===== config.mk =====
export PLATFORM = sky130hd
export DESIGN_NAME = regfile_param
export DESIGN_NICKNAME = d
export VERILOG_FILES = /design/src/rtl/regfile_param.sv
export SDC_FILE = /design/constraint.sdc
export NUM_CORES = 1
export LEC_CHECK = 0
export ABC_AREA = 0
export CAP_MARGIN = 0
export CORE_MARGIN = 5
export CORE_UTILIZATION = 60
export CTS_CLUSTER_SIZE = 20
export DETAILED_ROUTE_END_ITERATION = 16
export PLACE_DENSITY_LB_ADDON = 0.15
export SLEW_MARGIN = 20
export SYNTH_ARGS = -nofsm -noshare
export SYNTH_HDL_FRONTEND = slang
export SYNTH_SLANG_ARGS = --single-unit
export TNS_END_PERCENT = 100

===== constraint.sdc =====
create_clock -name clk -period 5.15 [get_ports clk]
set_input_delay 1.03 -clock clk [delete_from_list [all_inputs] [get_ports clk]]
set_output_delay 1.03 -clock clk [all_outputs]
set_load 0.05 [all_outputs]

===== src/rtl/regfile_param.sv =====
// rtl/regfile_param.sv - parametrised register file with pending scoreboard and clear sequencer (REGFILE_BYPASS_EN enables same-cycle write forwarding)
module regfile_param #(
    parameter int XLEN     = 32,
    parameter int NREGS    = 32,
    parameter int NRD      = 2,
    parameter int ZERO_REG = 1,
    localparam int AW      = $clog2(NREGS)
) (
    input  logic                clk,
    input  logic                rst,
    input  logic [NRD*AW-1:0]   ra,
    output logic [NRD*XLEN-1:0] rd,
    output logic [NRD-1:0]      rpend,
    input  logic                we,
    input  logic [AW-1:0]       wa,
    input  logic [XLEN-1:0]     wd,
    input  logic                alloc,
    input  logic [AW-1:0]       alloc_addr,
    output logic                init_busy
);

    typedef enum logic {
        S_INIT,
        S_RUN
    } state_t;

    localparam logic [AW:0] LAST = (AW + 1)'(NREGS - 1);

    state_t          state;
    state_t          state_nxt;
    logic [AW:0]     cnt;
    logic [AW:0]     cnt_nxt;
    logic [XLEN-1:0] mem [NREGS];
    logic [NREGS-1:0] pend;

    logic            mem_we;
    logic [AW-1:0]   mem_wa;
    logic [XLEN-1:0] mem_wd;
    logic            run_we;
    logic            run_alloc;

    // Entry 0 is architecturally constant when ZERO_REG is set
    function automatic logic is_zero(input logic [AW-1:0] addr);
        return (ZERO_REG != 0) && (addr == '0);
    endfunction

    assign run_we    = (state == S_RUN) && we && !is_zero(wa);
    assign run_alloc = (state == S_RUN) && alloc && !is_zero(alloc_addr);
    assign init_busy = (state == S_INIT);

    // Sequencer state and clear counter; reset restarts the clear from entry 0
    always_ff @(posedge clk or posedge rst) begin
        if (rst) begin
            state <= S_INIT;
            cnt   <= '0;
        end else begin
            state <= state_nxt;
            cnt   <= cnt_nxt;
        end
    end

    // Next state and storage write port: the sequencer owns the port during INIT
    always_comb begin
        state_nxt = state;
        cnt_nxt   = cnt;
        mem_we    = 1'b0;
        mem_wa    = wa;
        mem_wd    = wd;
        case (state)
            S_INIT: begin
                mem_we  = 1'b1;
                mem_wa  = cnt[AW-1:0];
                mem_wd  = '0;
                cnt_nxt = cnt + 1'b1;
                if (cnt == LAST) begin
                    state_nxt = S_RUN;
                end
            end
            S_RUN: begin
                mem_we = run_we;
            end
            default: begin
                state_nxt = S_INIT;
            end
        endcase
    end

    // Register storage; contents are defined only once the sequencer has swept them
    always_ff @(posedge clk) begin
        if (mem_we) begin
            mem[mem_wa] <= mem_wd;
        end
    end

    // Pending scoreboard; the alloc assignment comes last so a same-edge alloc wins
    always_ff @(posedge clk or posedge rst) begin
        if (rst) begin
            pend <= '0;
        end else begin
            if (run_we) begin
                pend[wa] <= 1'b0;
            end
            if (run_alloc) begin
                pend[alloc_addr] <= 1'b1;
            end
        end
    end

    // Combinational read ports, optionally forwarding the in-flight write
    always_comb begin
        logic [AW-1:0] addr;
        addr  = '0;
        rd    = '0;
        rpend = '0;
        if (state == S_RUN) begin
            for (int i = 0; i < NRD; i++) begin
                addr = ra[i*AW +: AW];
                if (!is_zero(addr)) begin
                    rd[i*XLEN +: XLEN] = mem[addr];
                    rpend[i]           = pend[addr];
`ifdef REGFILE_BYPASS_EN
                    if (run_we && (wa == addr)) begin
                        rd[i*XLEN +: XLEN] = wd;
                        rpend[i]           = 1'b0;
                    end
`endif
                end
            end
        end
    end

endmodule


# After elaboration in Yosys (flattened, before gate mapping)

Memory sizes are Yosys's and may differ from the RTL's.
Index checks and enable logic that the tools add are counted.
Widths: inputs -> output; s select.

Output and inout bits: 67
Memory bits (writable): 1024
Memories: 1
Input bits: 56
Register bits after elaboration: 39
Logic and storage cells: 51

Magnitude comparators: 6
Bitwise gates (word level): 4
Add/sub/neg operators: 1
Mux-type cells: 23
Reductions and logical operators: 12
Equality and inequality tests: 1

Memory list:

| memory | depth | bits a word | rd ports | clocked after memory_dff | write ports | line | RTL |
|---|---|---|---|---|---|---|---|
| mem    | 32    | 32          | 2        | 0                        | 1           | 33   | `logic [XLEN-1:0] mem [NREGS];` |

Operators by type and width:

| cell                | number |
|---|---|
| $mux 32             | 5 |
| $mux 64             | 1 |
| $and 32x32->32      | 1 |
| $not 32->32         | 1 |
| $or 32x32->32       | 1 |
| $lt 5x6->1 const B  | 4 |
| $logic_not 5->1     | 4 |
| $bmux 1 s5          | 2 |
| $demux 1 s5         | 2 |
| $ge 5x1->1 const B  | 2 |
| $mux 1              | 10 |
| $add 6x1->6 const B | 1 |
| $eq 6x5->1 const B  | 1 |
| $logic_and 1x1->1   | 6 |
| $mux 5              | 1 |
| $logic_not 1->1     | 2 |
| $mux 2              | 1 |
| $pmux 1 s2          | 1 |
| $not 1->1           | 1 |

# Longest topological paths before layout

Word-level depth: 9
Depth in mapped cells: 8
Mapped depth without buffers: 4

# Least setup slack after synthesis

Ideal clock, no wire load.

Kind: input-to-output
Start point: in ra[1]
End point: out rd[19]
Setup slack: 1.484 ns
Stages: 6
Buffers on the path: 3
Data arrival time: 2.636 ns
Cell sequence: buf_4 > buf_4 > clkbuf_1 > mux4_2 > a22oi_2 > nand4_1

Cells in the longest elaborated chain, start to end: 3
Elaborated cells between the ends (all ways): 4
Those cells by class: mux (2); reduce/logical (1); memory (1)

Ends and longest elaborated chain:

| what                                             | line | RTL |
|---|---|---|
| start, declared                                  | 11   | `input logic [NRD*AW-1:0] ra,` |
| $mem_v2 32x32 or $logic_not 5->1 (tied branches) | --   |  |
| $mux 32 *                                        | 118  | `if (!is_zero(addr)) begin` |
| $mux 64 *                                        | 115  | `if (state == S_RUN) begin` |
| end, declared                                    | 12   | `output logic [NRD*XLEN-1:0] rd,` |

Mark *: on every way between the ends. The rest lies on a longest branch, timed or not.

# Final worst setup path

Start point: in ra[2]
End point: out rd[28]

The elaborated chain is that of the path after synthesis.

==> results_dict.tcl <==
set metrics [dict create \
    wl_um 154000 \
    grt_pass1_vias 32500 \
    fin_area_sq_um 56000 \
    synthArstFlopShare_pct 3.69 \
    drc 0 \
    use_met1_pct 45.3 \
    fmax_mhz 209 \
    vias 31800 \
    skew_ns 0.0163 \
    initial_utilization_pct 60.7 \
    synth.most_common_cell "edfxtp_1" \
    yosys_warnings 0 \
    period_minus_slack_ns 4.79 \
    tightest_slew_ns 1.12 \
    nets 3215 \
    cts_setup_buffers 0 \
    synth_top_area_share_pct 60.8 \
    worstPathArrival_ns 3.76 \
    cts_buffers 104 \
    portBuffers 122 \
    io_pins 123 \
    cts-resized-gates 0 \
    cp_common_cell "buf_12" \
    grt_pass1_wl_um 220000 \
    fin_util_pct 69.2 \
    finalSetupViolations 0 \
    fin_setup_tns_ns 0 \
    syn_area_per_cell_sq_um 16.2 \
    critPathCaptureType "primary output" \
    antenna_found_initial 4 \
    cap_violations 0 \
    synthTopCellsByArea "edfxtp_1 (61%), mux2i_1 (12%), mux4_2 (9.1%)" \
    clockBufferDepth 3 \
    chipHeight_um 296 \
    die_w_um 296 \
    routabilityCongestion 0.880 \
    fin_crit_sh_pct 93.1 \
    use_met2_pct 55.3 \
    cts-hold-fix-buffers 0 \
    dr.pass1.iters 5 \
    cts_tree "done" \
    min_from "cnt[5]$_DFFE_PP0N_" \
    crit_type "in2out" \
    required_ns 4.12 \
    cts-root-buf "clkbuf_16" \
    timing.rr.end "mem[14][7]$_DFFE_PP_" \
    rows 104 \
    ir_worst_vdd_mv 0.288 \
    synth_seq_cells 1030 \
    cp-start-kind "input pin" \
    synth_edf_count 992 \
    die_area_sq_um 87500 \
    core_area_sq_um 80800 \
    antenna_left 0 \
    grt_usage_pct 34.8 \
    whs_endpoint "cnt[5]$_DFFE_PP0N_" \
    rr_startpoint "state$_DFF_PP0_" \
    drive_gt1_share_pct 22.2 \
    wl_per_cell_um 35.7 \
    regToRegSetupSlack_ns 1.55 \
    ys_types 51 \
    drtIter0Drc 4004 \
    hold_depth 1 \
    area_delta_synth_final_pct 14.1 \
    htreeDepth 3 \
    grt-ovfl-total 0 \
    fin_hold_ws_ns 0.496 \
    hpwl_um 91000 \
    syn_nets 3092 \
    synth_area_sq_um 49000 \
    netlist_instances 3035 \
    status "finished clean" \
    maxSlewViolCount 0 \
    yosysSeqAreaShare_pct 62.7 \
    slowest_delay_ns 0.80 \
    ys.flop_type "edfxtp_1" \
    cts_sinks 1030 \
    p_per_area_nw_per_um2 340 \
    clk_pin_slew_ns 0.06 \
    leakagePower_uw 0.0194 \
    critical_path.max_fanout 19 \
    rsz0062_at_grt "no" \
    routed_via_density 7.39 \
    insertion_delay_ns 0.66 \
    hp-class "reg2reg" \
    synth_common_cells "edfxtp_1 (992), mux2i_1 (595), mux4_2 (198), o22ai_1 (198), a22oi_1 (172)" \
    grt_max_degree 60 \
    synth_top_cell_by_area "edfxtp_1" \
    max_slew_margin_pct 25.5 \
    met3_usage_pct 9.50 \
    reg2reg_depth 5 \
    dpl_cell_area_sq_um 52500 \
    cpMaxStageDelayCell "clkdlybuf4s50_1" \
    busiest_layer "met2" \
    finalHoldViolCount 0 \
    path_cells "clkdlybuf4s50_1 -> or3b_2 -> buf_12 -> a221oi_2 -> a22oi_1 -> nand4_1 -> buf_12" \
]
## routing by layer
metal	share of wire [%]	wire length [um]
met5	0	0
met4	5.5	8510
met3	12	18700
met2	47	72100
met1	35	54100
## power by group
group          switching (uW)  internal [uW]
Sequential               29.9           9240
Combinational            1330            780
Clock                    3180           4480
Total                    4540          14500
## area by class of cell
class                   count  area (sq um)
diodes                      2          5.00
fillers                  5135         24900
clock inverters            61           677
well taps                1060          1330
clock buffers             131          2730
repair buffers            265          3340
flip-flops and latches   1030         30700
inverters                   5          18.8
multi-input cells        1752         17100
## per-stage QoR
stage	setup WS (ns)	total power [uW]	instances
floorplan	1.48	10700	3035
global placement	0.521	11500	4110
detailed placement	0.429	11500	4111
CTS	0.438	19100	4303
global route	0.337	19500	4305
finish	0.357	19000	4306
## layout by cell type, fill, tap and decap left out, drive strengths merged, types with 2 or more instances in the layout
master / instances
o21ai: 128
inv: 9
mux2: 2
mux2i: 595
bufinv: 15
a22oi: 198
clkinvlp: 3
diode: 2
a221oi: 66
nor2b: 9
nand3: 8
a22o: 2
clkdlybuf4s50: 52
nand3b: 5
clkbuf: 131
xnor2: 5
dfrtp: 38
edfxtp: 992
o22ai: 198
nand2: 157
or3b: 6
buf: 213
and3: 3
nand4: 68
o31ai: 2
mux4: 198
and2: 35
nor3b: 2
or2: 3
a21oi: 2
nand2b: 8
clkinv: 39
nor2: 41
nor3: 3
## how the worst max path moves through the flow
stage / start / endpoint / slack (ns) / cells after the start
floorplan: ra[1] / rd[19] / 1.48 / 6
global placement: ra[3] / rd[16] / 0.52 / 9
detailed placement: ra[2] / rd[28] / 0.43 / 7
CTS: ra[2] / rd[28] / 0.44 / 7
global route: ra[2] / rd[16] / 0.34 / 7
finish: ra[2] / rd[28] / 0.36 / 7
## cells by family after synthesis
kind of cell | count (synthesis) | share of synthesized area, %
buf+inv | 253 | 3.09
mux | 795 | 21.3
xor+xnor | 5 | 0.0893
flops | 1030 | 62.7
fa+ha+maj | 1 | 0.0255
compound gates | 599 | 9.21
simple gates | 352 | 3.60
## registers in the layout (all words and copies together) (netlist names)
name   count
mem      992
pend      31
cnt        6
state      1
## worst max-delay path, delay by kind of cell
family / cells / cell delay [ns]
simple gates: 2 / 0.93
buf+inv: 3 / 1.32
compound gates: 2 / 0.45
(Power assumes the default switching activity.)
